==> config.mk <==
export PLATFORM = sky130hd
export DESIGN_NAME = uart_boot_loader
export DESIGN_NICKNAME = d
export VERILOG_FILES = /design/src/rtl/uart_boot_loader.sv
export SDC_FILE = /design/constraint.sdc
export NUM_CORES = 1
export LEC_CHECK = 0
export ABC_AREA = 1
export ABC_CLOCK_PERIOD_IN_PS = 4400
export CAP_MARGIN = 15
export CELL_PAD_IN_SITES_DETAIL_PLACEMENT = 0
export CELL_PAD_IN_SITES_GLOBAL_PLACEMENT = 1
export CORE_MARGIN = 3
export CORE_UTILIZATION = 43
export CTS_CLUSTER_DIAMETER = 60
export CTS_CLUSTER_SIZE = 8
export DETAILED_ROUTE_END_ITERATION = 8
export HOLD_SLACK_MARGIN = 0.06
export PLACE_DENSITY = 0.86
export SLEW_MARGIN = 5
export SYNTH_ARGS = -nofsm -noshare
export SYNTH_HDL_FRONTEND = slang
export SYNTH_SLANG_ARGS = --single-unit
==> constraint.sdc <==
create_clock -name Clk -period 4.4 [get_ports Clk]
set_input_delay 0.88 -clock Clk [delete_from_list [all_inputs] [get_ports Clk]]
set_output_delay 0.88 -clock Clk [all_outputs]
set_load 0.05 [all_outputs]
==> src/rtl/uart_boot_loader.sv <==
// Boot loader: holds the CPU, copies a length-framed UART byte image into the 32-byte
// instruction memory, then releases the CPU. Define BOOT_CHECKSUM_EN to require a trailing checksum byte.
module uart_boot_loader #(
    parameter int TIMEOUT   = 208300,
    parameter int MEM_DEPTH = 32
) (
    input  logic       Clk,
    input  logic       Rst,
    input  logic       Load,
    input  logic       rx_valid,
    input  logic [7:0] rx_data,
    input  logic       rx_fe,
    output logic       mem_we,
    output logic [4:0] mem_addr,
    output logic [7:0] mem_wdata,
    output logic       cpu_hold,
    output logic       done,
    output logic       err,
    output logic [5:0] byte_cnt
);
    localparam logic [7:0]  MAX_LEN = 8'(MEM_DEPTH);
    localparam logic [17:0] GAP_LIM = 18'(TIMEOUT - 2);

    typedef enum logic [2:0] {
        S_IDLE,
        S_LEN,
        S_DATA,
`ifdef BOOT_CHECKSUM_EN
        S_CSUM,
`endif
        S_DONE,
        S_ERROR
    } state_e;

    state_e      state_q, state_d;
    logic [17:0] gap_q, gap_d;
    logic [5:0]  len_q, len_d, cnt_q, cnt_d;
    logic [4:0]  addr_q, addr_d;
    logic [7:0]  wdata_q, wdata_d;
    logic        we_q, we_d, hold_q, hold_d, done_q, done_d, err_q, err_d;
`ifdef BOOT_CHECKSUM_EN
    logic [7:0]  sum_q, sum_d;
`endif
    logic        active, start, take, timeout;
    logic [5:0]  cnt_inc;

    assign active  = !(state_q inside {S_IDLE, S_DONE, S_ERROR});
    assign start   = Load && !active;
    assign take    = (state_q == S_DATA) && rx_valid && !rx_fe;
    // gap_q is the value before this edge; erroring at TIMEOUT-2 lands err exactly TIMEOUT-1 edges after the last byte
    assign timeout = active && !rx_valid && (gap_q == GAP_LIM);
    assign cnt_inc = cnt_q + 6'd1;

    always_ff @(posedge Clk or posedge Rst) begin
        if (Rst) begin
            state_q <= S_IDLE;
            gap_q   <= '0;
            len_q   <= '0;
            cnt_q   <= '0;
            addr_q  <= '0;
            wdata_q <= '0;
            we_q    <= 1'b0;
            hold_q  <= 1'b0;
            done_q  <= 1'b0;
            err_q   <= 1'b0;
`ifdef BOOT_CHECKSUM_EN
            sum_q   <= '0;
`endif
        end else begin
            state_q <= state_d;
            gap_q   <= gap_d;
            len_q   <= len_d;
            cnt_q   <= cnt_d;
            addr_q  <= addr_d;
            wdata_q <= wdata_d;
            we_q    <= we_d;
            hold_q  <= hold_d;
            done_q  <= done_d;
            err_q   <= err_d;
`ifdef BOOT_CHECKSUM_EN
            sum_q   <= sum_d;
`endif
        end
    end

    always_comb begin
        state_d = state_q;
        case (state_q)
            S_IDLE, S_DONE, S_ERROR: if (Load) state_d = S_LEN;
            S_LEN: begin
                if (rx_valid) begin
                    if (rx_fe || rx_data == 8'd0 || rx_data > MAX_LEN) state_d = S_ERROR;
                    else                                               state_d = S_DATA;
                end else if (timeout) state_d = S_ERROR;
            end
            S_DATA: begin
                if (rx_valid) begin
                    if (rx_fe) state_d = S_ERROR;
`ifdef BOOT_CHECKSUM_EN
                    else if (cnt_inc == len_q) state_d = S_CSUM;
`else
                    else if (cnt_inc == len_q) state_d = S_DONE;
`endif
                end else if (timeout) state_d = S_ERROR;
            end
`ifdef BOOT_CHECKSUM_EN
            S_CSUM: begin
                if (rx_valid) begin
                    if (rx_fe || rx_data != sum_q) state_d = S_ERROR;
                    else                           state_d = S_DONE;
                end else if (timeout) state_d = S_ERROR;
            end
`endif
            default: state_d = S_IDLE;
        endcase
    end

    always_comb begin
        gap_d   = gap_q;
        if (start)       gap_d = '0;
        else if (active) gap_d = rx_valid ? 18'd0 : gap_q + 18'd1;
        len_d   = (state_q == S_LEN && rx_valid && !rx_fe) ? rx_data[5:0] : len_q;
        cnt_d   = start ? 6'd0 : (take ? cnt_inc : cnt_q);
        we_d    = take;
        addr_d  = take ? cnt_q[4:0] : addr_q;
        wdata_d = take ? rx_data : wdata_q;
`ifdef BOOT_CHECKSUM_EN
        sum_d   = start ? 8'd0 : (take ? sum_q + rx_data : sum_q);
`endif
        // status flags follow the state being entered so they appear one cycle after their cause
        hold_d  = state_d inside {S_LEN, S_DATA, S_ERROR}
`ifdef BOOT_CHECKSUM_EN
                  || (state_d == S_CSUM)
`endif
                  ;
        done_d  = (state_d == S_DONE);
        err_d   = (state_d == S_ERROR);
    end

    assign mem_we    = we_q;
    assign mem_addr  = addr_q;
    assign mem_wdata = wdata_q;
    assign cpu_hold  = hold_q;
    assign done      = done_q;
    assign err       = err_q;
    assign byte_cnt  = cnt_q;
endmodule

==> out/results.ini, run 1 <==
[setup_path]
startpoint = byte_cnt[2]$_DFFE_PP0P_
crit_type = reg -> out
arrival_ns = 1.67
r2r-start = state_q[2]$_DFF_PP0_
crit_chain = clkdlybuf4s50_1
reg2regPathDepth = 9
cp_max_fo = 9
r2r-end = cpu_hold$_DFF_PP0_
cp-end-kind = primary output
crit_path_max_incr_delay_ns = 0.86
cp.depth = 1
cp_slowest_cell = clkdlybuf4s50_1
endpoint = byte_cnt[2]
startpoint_type = flip-flop
r2r_setup_slack_ns = 2.58
crit_family = buffers and inverters
crit_buf_inv = 1
required_ns = 3.52

[floorplan]
initial_core_util_pct = 44.8
fp.dieW_microns = 85.0
die_h_microns = 85.0
rows = 28
core_sq_um = 5990
die_area_sq_um = 7220
io_pins = 36

[timing]
slew_headroom_pct = 66.2
min_period_over_period_pct = 58.0
rsz0062_at_grt = no
clock_skew_ns = 0.0125
setup_ws_ns = 1.85
tightest_slew_ns = 0.505
finalSetupTns_ns = 0
fin_crit_ns = 2.55
fmax_ghz = 0.392
slew_viol_final = 0
hold_viol_final = 0
setup_violations = 0

[clock_network]
cts_max_level = 2
hold_buffers = 0
clock_latency_ns = 0.30
cts_buffers = 5
post_cts_resized = 0
cts_tree = yes
clkSinkCount = 50
clockRootBuffer = clkbuf_8
postCtsSetupRepairBufs = 0
clockBufferDepth = 2
path_clk_slew_ns = 0.09

[pwr]
seq_power_share_pct = 42.7
clkPwrFrac_pct = 17.8
p_int_uw = 845
p_sw_share_pct = 41.5
ir_worst_vdd_v = 0.000263
power_density_nw_per_um2 = 455
total_leakage_power_uw = 0.00145
p_sw_uw = 600
power_frac_comb_pct = 39.5

[logic_synthesis]
yosysWarnings = 0
syn_nets = 365
synth_edf_count = 0
synth_seq_cells = 50
ys.flop_type = dfrtp_1
avgSynthCellArea_sq_um = 7.68
netlist_area_sq_um = 2680
yosysUniqueCellTypes = 28
ys_seq_area_share_pct = 46.7
ys_async_sr_fraction_pct = 100
netlist_instances = 349

[final_layout]
nets = 402
drive_above_1_share_pct = 8.03
synthToLayoutAreaGrowth_pct = 18.5
antenna_cells = 0
final_cell_area_sq_um = 3180
final_core_util_pct = 53.0

[job]
cap_violations = 0

[place]
dpl_cell_area_sq_um = 3080
port_buffers = 35
place_congestion = 0.822
dp_slack_ns = 1.75
dpl.hpwl_microns = 4180

[worst_hold_path]
hold_class = reg -> reg

[route]
drt-pass1-iter-count = 4
drc = 0
vias = 2284
wl_per_cell_microns = 12.3
viasPerCell = 4.95
drt_iter0_markers = 94
ant_nets = 0
routed_wl_microns = 5680

[global_routing]
track_usage_pct = 16.6
grt_max_degree = 51
grt-ovfl-total = 0
antenna_found_initial = 0
grt_pass1_wl_microns = 9800
grt_pass1_vias = 2183

[run_status]
status = completed

==> logic make-up after synthesis <==
kind of cell	count (synthesis)	share of synthesized area, %
and+or+nand+nor	169	29.5
xor gates and xnor gates	1	0.327
adders and majority gates	3	1.40
DFF	50	46.7
AOI/OAI and AO/OA	59	11.7
buffers and inverters	67	10.4
==> through the flow <==
| step | power (uW) | std cells | hold WS (ns) |
|---|---|---|---|
| floorplan | 1020 | 349 | 0.474 |
| global placement | 1190 | 453 | 0.458 |
| detailed placement | 1200 | 453 | 0.462 |
| CTS | 1460 | 460 | 0.486 |
| global route | 1540 | 461 | 0.516 |
| finish | 1440 | 461 | 0.483 |
==> Yosys cell counts (3+ instances only) <==
library cell   n  area [sq um]
inv_1         56           210
nand4_1        7          43.8
ha_1           3          37.5
inv_2          4          15.0
dfrtp_1       50          1250
o21ai_0       38           190
nand3_1       32           160
nor2_1        21          78.8
o22ai_1        7          43.8
a21oi_1        5          25.0
nor2_4         6          67.6
nand3_2        3          30.0
o21ai_1        6          30.0
nand2_2        5          31.3
nor3_1         6          30.0
nand2_1       85           319
==> area by class of cell <==
type                    count  area (sq um)
fillers                   576          2810
flip-flops and latches     50          1250
multi-input cells         232          1150
repair buffers             37           378
inverters                  60           225
well taps                  75          93.8
clock buffers               5          68.8
clock inverters             2          10.0
==> cells in the final DEF, fill, tap and decap left out, drive strengths merged <==
cell type,netlist,final
a21oi,5,5
buf,4,2
clkbuf,3,5
clkdlybuf4s50,0,35
clkinv,0,2
dfrtp,50,50
ha,3,3
inv,60,60
nand2,90,90
nand3,35,35
nand4,7,7
nor2,28,28
nor3,7,7
nor4,1,1
o21ai,44,44
o21bai,1,1
o221ai,1,1
o22ai,7,7
o31ai,1,1
or2,1,1
xor2,1,1
==> power groups by stage <==
stage	Sequential, uW	Combinational [uW]	Clock (uW)
after floorplan	800	218	0
after global placement	624	568	0
after detailed placement	625	574	0
after CTS	617	575	267
after global routing	632	624	285
final	617	570	258
==> routing by layer <==
layer	GRT usage (%)	up-vias	part of all wire (%)
met1	21.9	1037	50
met3	3.01	8	3.2
li1	-	1198	-
met5	0	-	0
met4	5.32	0	1.6
met2	27.6	41	45
==> flip-flops by register name (all words and copies together), names as in the netlist <==
signal     count
gap_q         18
mem_wdata      8
byte_cnt       6
len_q          6
mem_addr       5
state_q        3
cpu_hold       1
done           1
err            1
mem_we         1
==> how the worst min path moves through the flow <==
stage                                to                      from  slack (ns)  depth (start not counted)
2_1_floorplan      len_q[0]$_DFFE_PP0P_      len_q[0]$_DFFE_PP0P_        0.47                          2
3_3_place_gp   mem_wdata[7]$_DFFE_PP0P_  mem_wdata[7]$_DFFE_PP0P_        0.46                          2
3_5_place_dp   mem_wdata[6]$_DFFE_PP0P_  mem_wdata[6]$_DFFE_PP0P_        0.46                          2
4_1_cts        mem_wdata[6]$_DFFE_PP0P_  mem_wdata[6]$_DFFE_PP0P_        0.49                          2
5_1_grt         mem_addr[3]$_DFFE_PP0P_   mem_addr[3]$_DFFE_PP0P_        0.52                          2
6_report       mem_wdata[6]$_DFFE_PP0P_  mem_wdata[6]$_DFFE_PP0P_        0.48                          2
No activity file was read; power rests on OpenSTA's default activity.
==> run 2, diff against run 1 <==
ABC_CLOCK_PERIOD_IN_PS = 2350   (was 4400)
CORE_UTILIZATION = 40   (was 43)
PLACE_DENSITY = 0.81   (was 0.86)
clock period = 2.35 ns   (was 4.4 ns; I/O delays follow)
==> run 2 against run 1 <==
Clock-buffer cell count unchanged. Setup slack worse by 1.7 ns. Via count rose by 2.1%. Worst hold slack got worse by 0.027 ns. Power is 90% higher. Register-to-register slack worse by 2.1 ns. Routed wire length increased by 4.5%. Global-route usage grew 0.65 points. Sequential power rose by 88%. Critical path type unchanged. Largest cell class unchanged.
==> out/results.ini, run 2 (synthesized netlist as in run 1, its figures left out) <==
[setup_path]
crit_type = reg -> out
startpoint = byte_cnt[2]$_DFFE_PP0P_
crit_chain = clkdlybuf4s50_1
cp_max_fo = 9  ; unchanged
crit_path_max_incr_delay_ns = 0.86  ; about the same
crit_family = buffers and inverters
cp-end-kind = primary output
crit_buf_inv = 1  ; unchanged
required_ns = 1.88  ; -1.64 ns
arrival_ns = 1.68  ; about the same
r2r-start = gap_q[0]$_DFFE_PP0P_
cp_slowest_cell = clkdlybuf4s50_1
startpoint_type = flip-flop

[place]
dp_cells = 459  ; +1.3%
dp_slack_ns = 0.276  ; -1.48 ns
port_buffers = 35  ; unchanged
dpl.hpwl_microns = 4490  ; +7.2%
place_congestion = 0.835  ; +1.7%

[pwr]
seq_power_share_pct = 42.1  ; -0.6 points
p_sw_uw = 1150  ; +92%
clkPwrFrac_pct = 18.6  ; +0.8 points
p_sw_share_pct = 41.9  ; +0.36 points
total_leakage_power_uw = 0.00146  ; +1.0%
ir_worst_vdd_v = 0.000260  ; -0.99%
power_frac_comb_pct = 39.3  ; -0.2 points
power_density_nw_per_um2 = 856  ; +88%
p_int_uw = 1600  ; +89%

[clock_network]
cts_buffers = 5  ; unchanged
path_clk_slew_ns = 0.10  ; about the same
clock_latency_ns = 0.31  ; about the same
cts_max_level = 2  ; unchanged
hold_buffers = 0  ; unchanged
post_cts_resized = 0  ; unchanged
cts_tree = yes
clockBufferDepth = 2  ; unchanged
clkSinkCount = 50  ; unchanged
postCtsSetupRepairBufs = 0  ; unchanged
clockRootBuffer = clkbuf_8

[global_routing]
grt_pass1_wl_microns = 10600  ; +7.7%
track_usage_pct = 17.2  ; +0.65 points
grt_pass1_vias = 2302  ; +5.5%
antenna_found_initial = 0  ; unchanged
grt-ovfl-total = 0  ; unchanged
grt_max_degree = 34  ; -33%

[timing]
rsz0062_at_grt = no
min_period_over_period_pct = 91.7
slew_headroom_pct = 66.6  ; +0.38 points
clock_skew_ns = 0.00896  ; -0.00357 ns
tightest_slew_ns = 0.499  ; -0.00565 ns
setup_ws_ns = 0.195  ; -1.65 ns
fin_crit_ns = 2.15
setup_violations = 0  ; unchanged
fmax_ghz = 0.464
slew_viol_final = 0  ; unchanged
hold_viol_final = 0  ; unchanged
finalSetupTns_ns = 0  ; unchanged

[route]
drt-pass1-iter-count = 4  ; unchanged
ant_nets = 0  ; unchanged
drt_iter0_markers = 92  ; -2.1%
viasPerCell = 4.99  ; +0.79%
routed_wl_microns = 5940  ; +4.5%
vias = 2332  ; +2.1%
wl_per_cell_microns = 12.7  ; +3.1%
drc = 0  ; unchanged

[final_layout]
layout_common_cells = 85 x nand2_1, 55 x inv_1, 50 x dfrtp_1, 38 x o21ai_0, 35 x clkdlybuf4s50_1
antenna_cells = 0  ; unchanged
synthToLayoutAreaGrowth_pct = 19.9
fin_cells = 467  ; +1.3%
regMostFlops = gap_q
nets = 405  ; +0.75%
final_common_cell = nand2_1
largest_register_ffs = 18  ; unchanged
nFillCells = 662  ; +15%
drive_above_1_share_pct = 8.97  ; +0.94 points

[floorplan]
io_pins = 36  ; unchanged
core_sq_um = 6420  ; +7.2%
initial_core_util_pct = 41.7  ; -3.0 points
fp.dieW_microns = 87.9  ; +3.4%
die_h_microns = 87.9  ; +3.4%
rows = 29  ; +3.6%
die_area_sq_um = 7720  ; +7.0%

[worst_hold_path]
hold_class = in -> async

[job]
cap_violations = 0  ; unchanged

[run_status]
status = completed

## run 2: changes by cell type in the layout (fill, tap and decap cells not counted)
cell        change
clkinvlp_4      +1
clkinv_4        +1
clkinv_2        -1
buf_4           +3
## run 2: layout make-up
class | instances | area (sq um) | area share (%)
Clock buffer | 5 | 68.8 | 2.14
Sequential cell | 50 | 1250 | 38.9
Clock inverter | 3 | 21.3 | 0.662
Inverter | 60 | 225 | 7.01
Tap cell | 77 | 96.3 | 3.00
Multi-Input combinational cell | 232 | 1150 | 35.8
Timing Repair Buffer | 40 | 400 | 12.5
## run 2: stage by stage
step                area, sq um  total power [uW]  hold slack, ns  util, %
floorplan                  2680              1910           0.474        -
global placement           3120              2250           0.458     48.6
detailed placement         3120              2270           0.462     48.6
CTS                        3210              2790           0.469     50.0
global route               3210              2950           0.499     50.0
finish                     3210              2750           0.456     50.0
## run 2: path summary, 6_finish.rpt
check                                           end  slack (ns)  cells after the start
min                         byte_cnt[4]$_DFFE_PP0P_        0.46                      2
max                                     byte_cnt[2]        0.20                      1
max reg2reg                   gap_q[16]$_DFFE_PP0P_        0.53                     10
min reg2reg                mem_wdata[7]$_DFFE_PP0P_        0.48                      2
max in group asynchronous      len_q[3]$_DFFE_PP0P_        1.38                      3
min in group Clk           mem_wdata[7]$_DFFE_PP0P_        0.48                      2
## run 2: power by group through the flow
stage / logic (uW) / registers, uW / clock network [uW]
after floorplan: 408 / 1500 / 0
after global placement: 1080 / 1170 / 0
after detailed placement: 1090 / 1180 / 0
after CTS: 1090 / 1160 / 539
after global routing: 1200 / 1190 / 567
final: 1080 / 1160 / 513
## run 2: per-layer routing
layer  vias up  track usage, %  share of wire (%)
li1       1199               -                  -
met1      1093            23.3                 47
met2        36            28.8                 48
met3         4            2.26                3.0
met4         0            5.02                1.1
met5         -               0                  0
==> run 3, diff against run 2 <==
GPL_ROUTABILITY_DRIVEN = 0   (was unset)
==> results of run 3 <==
Final layout, timing and power as in run 2 (identical DEF).
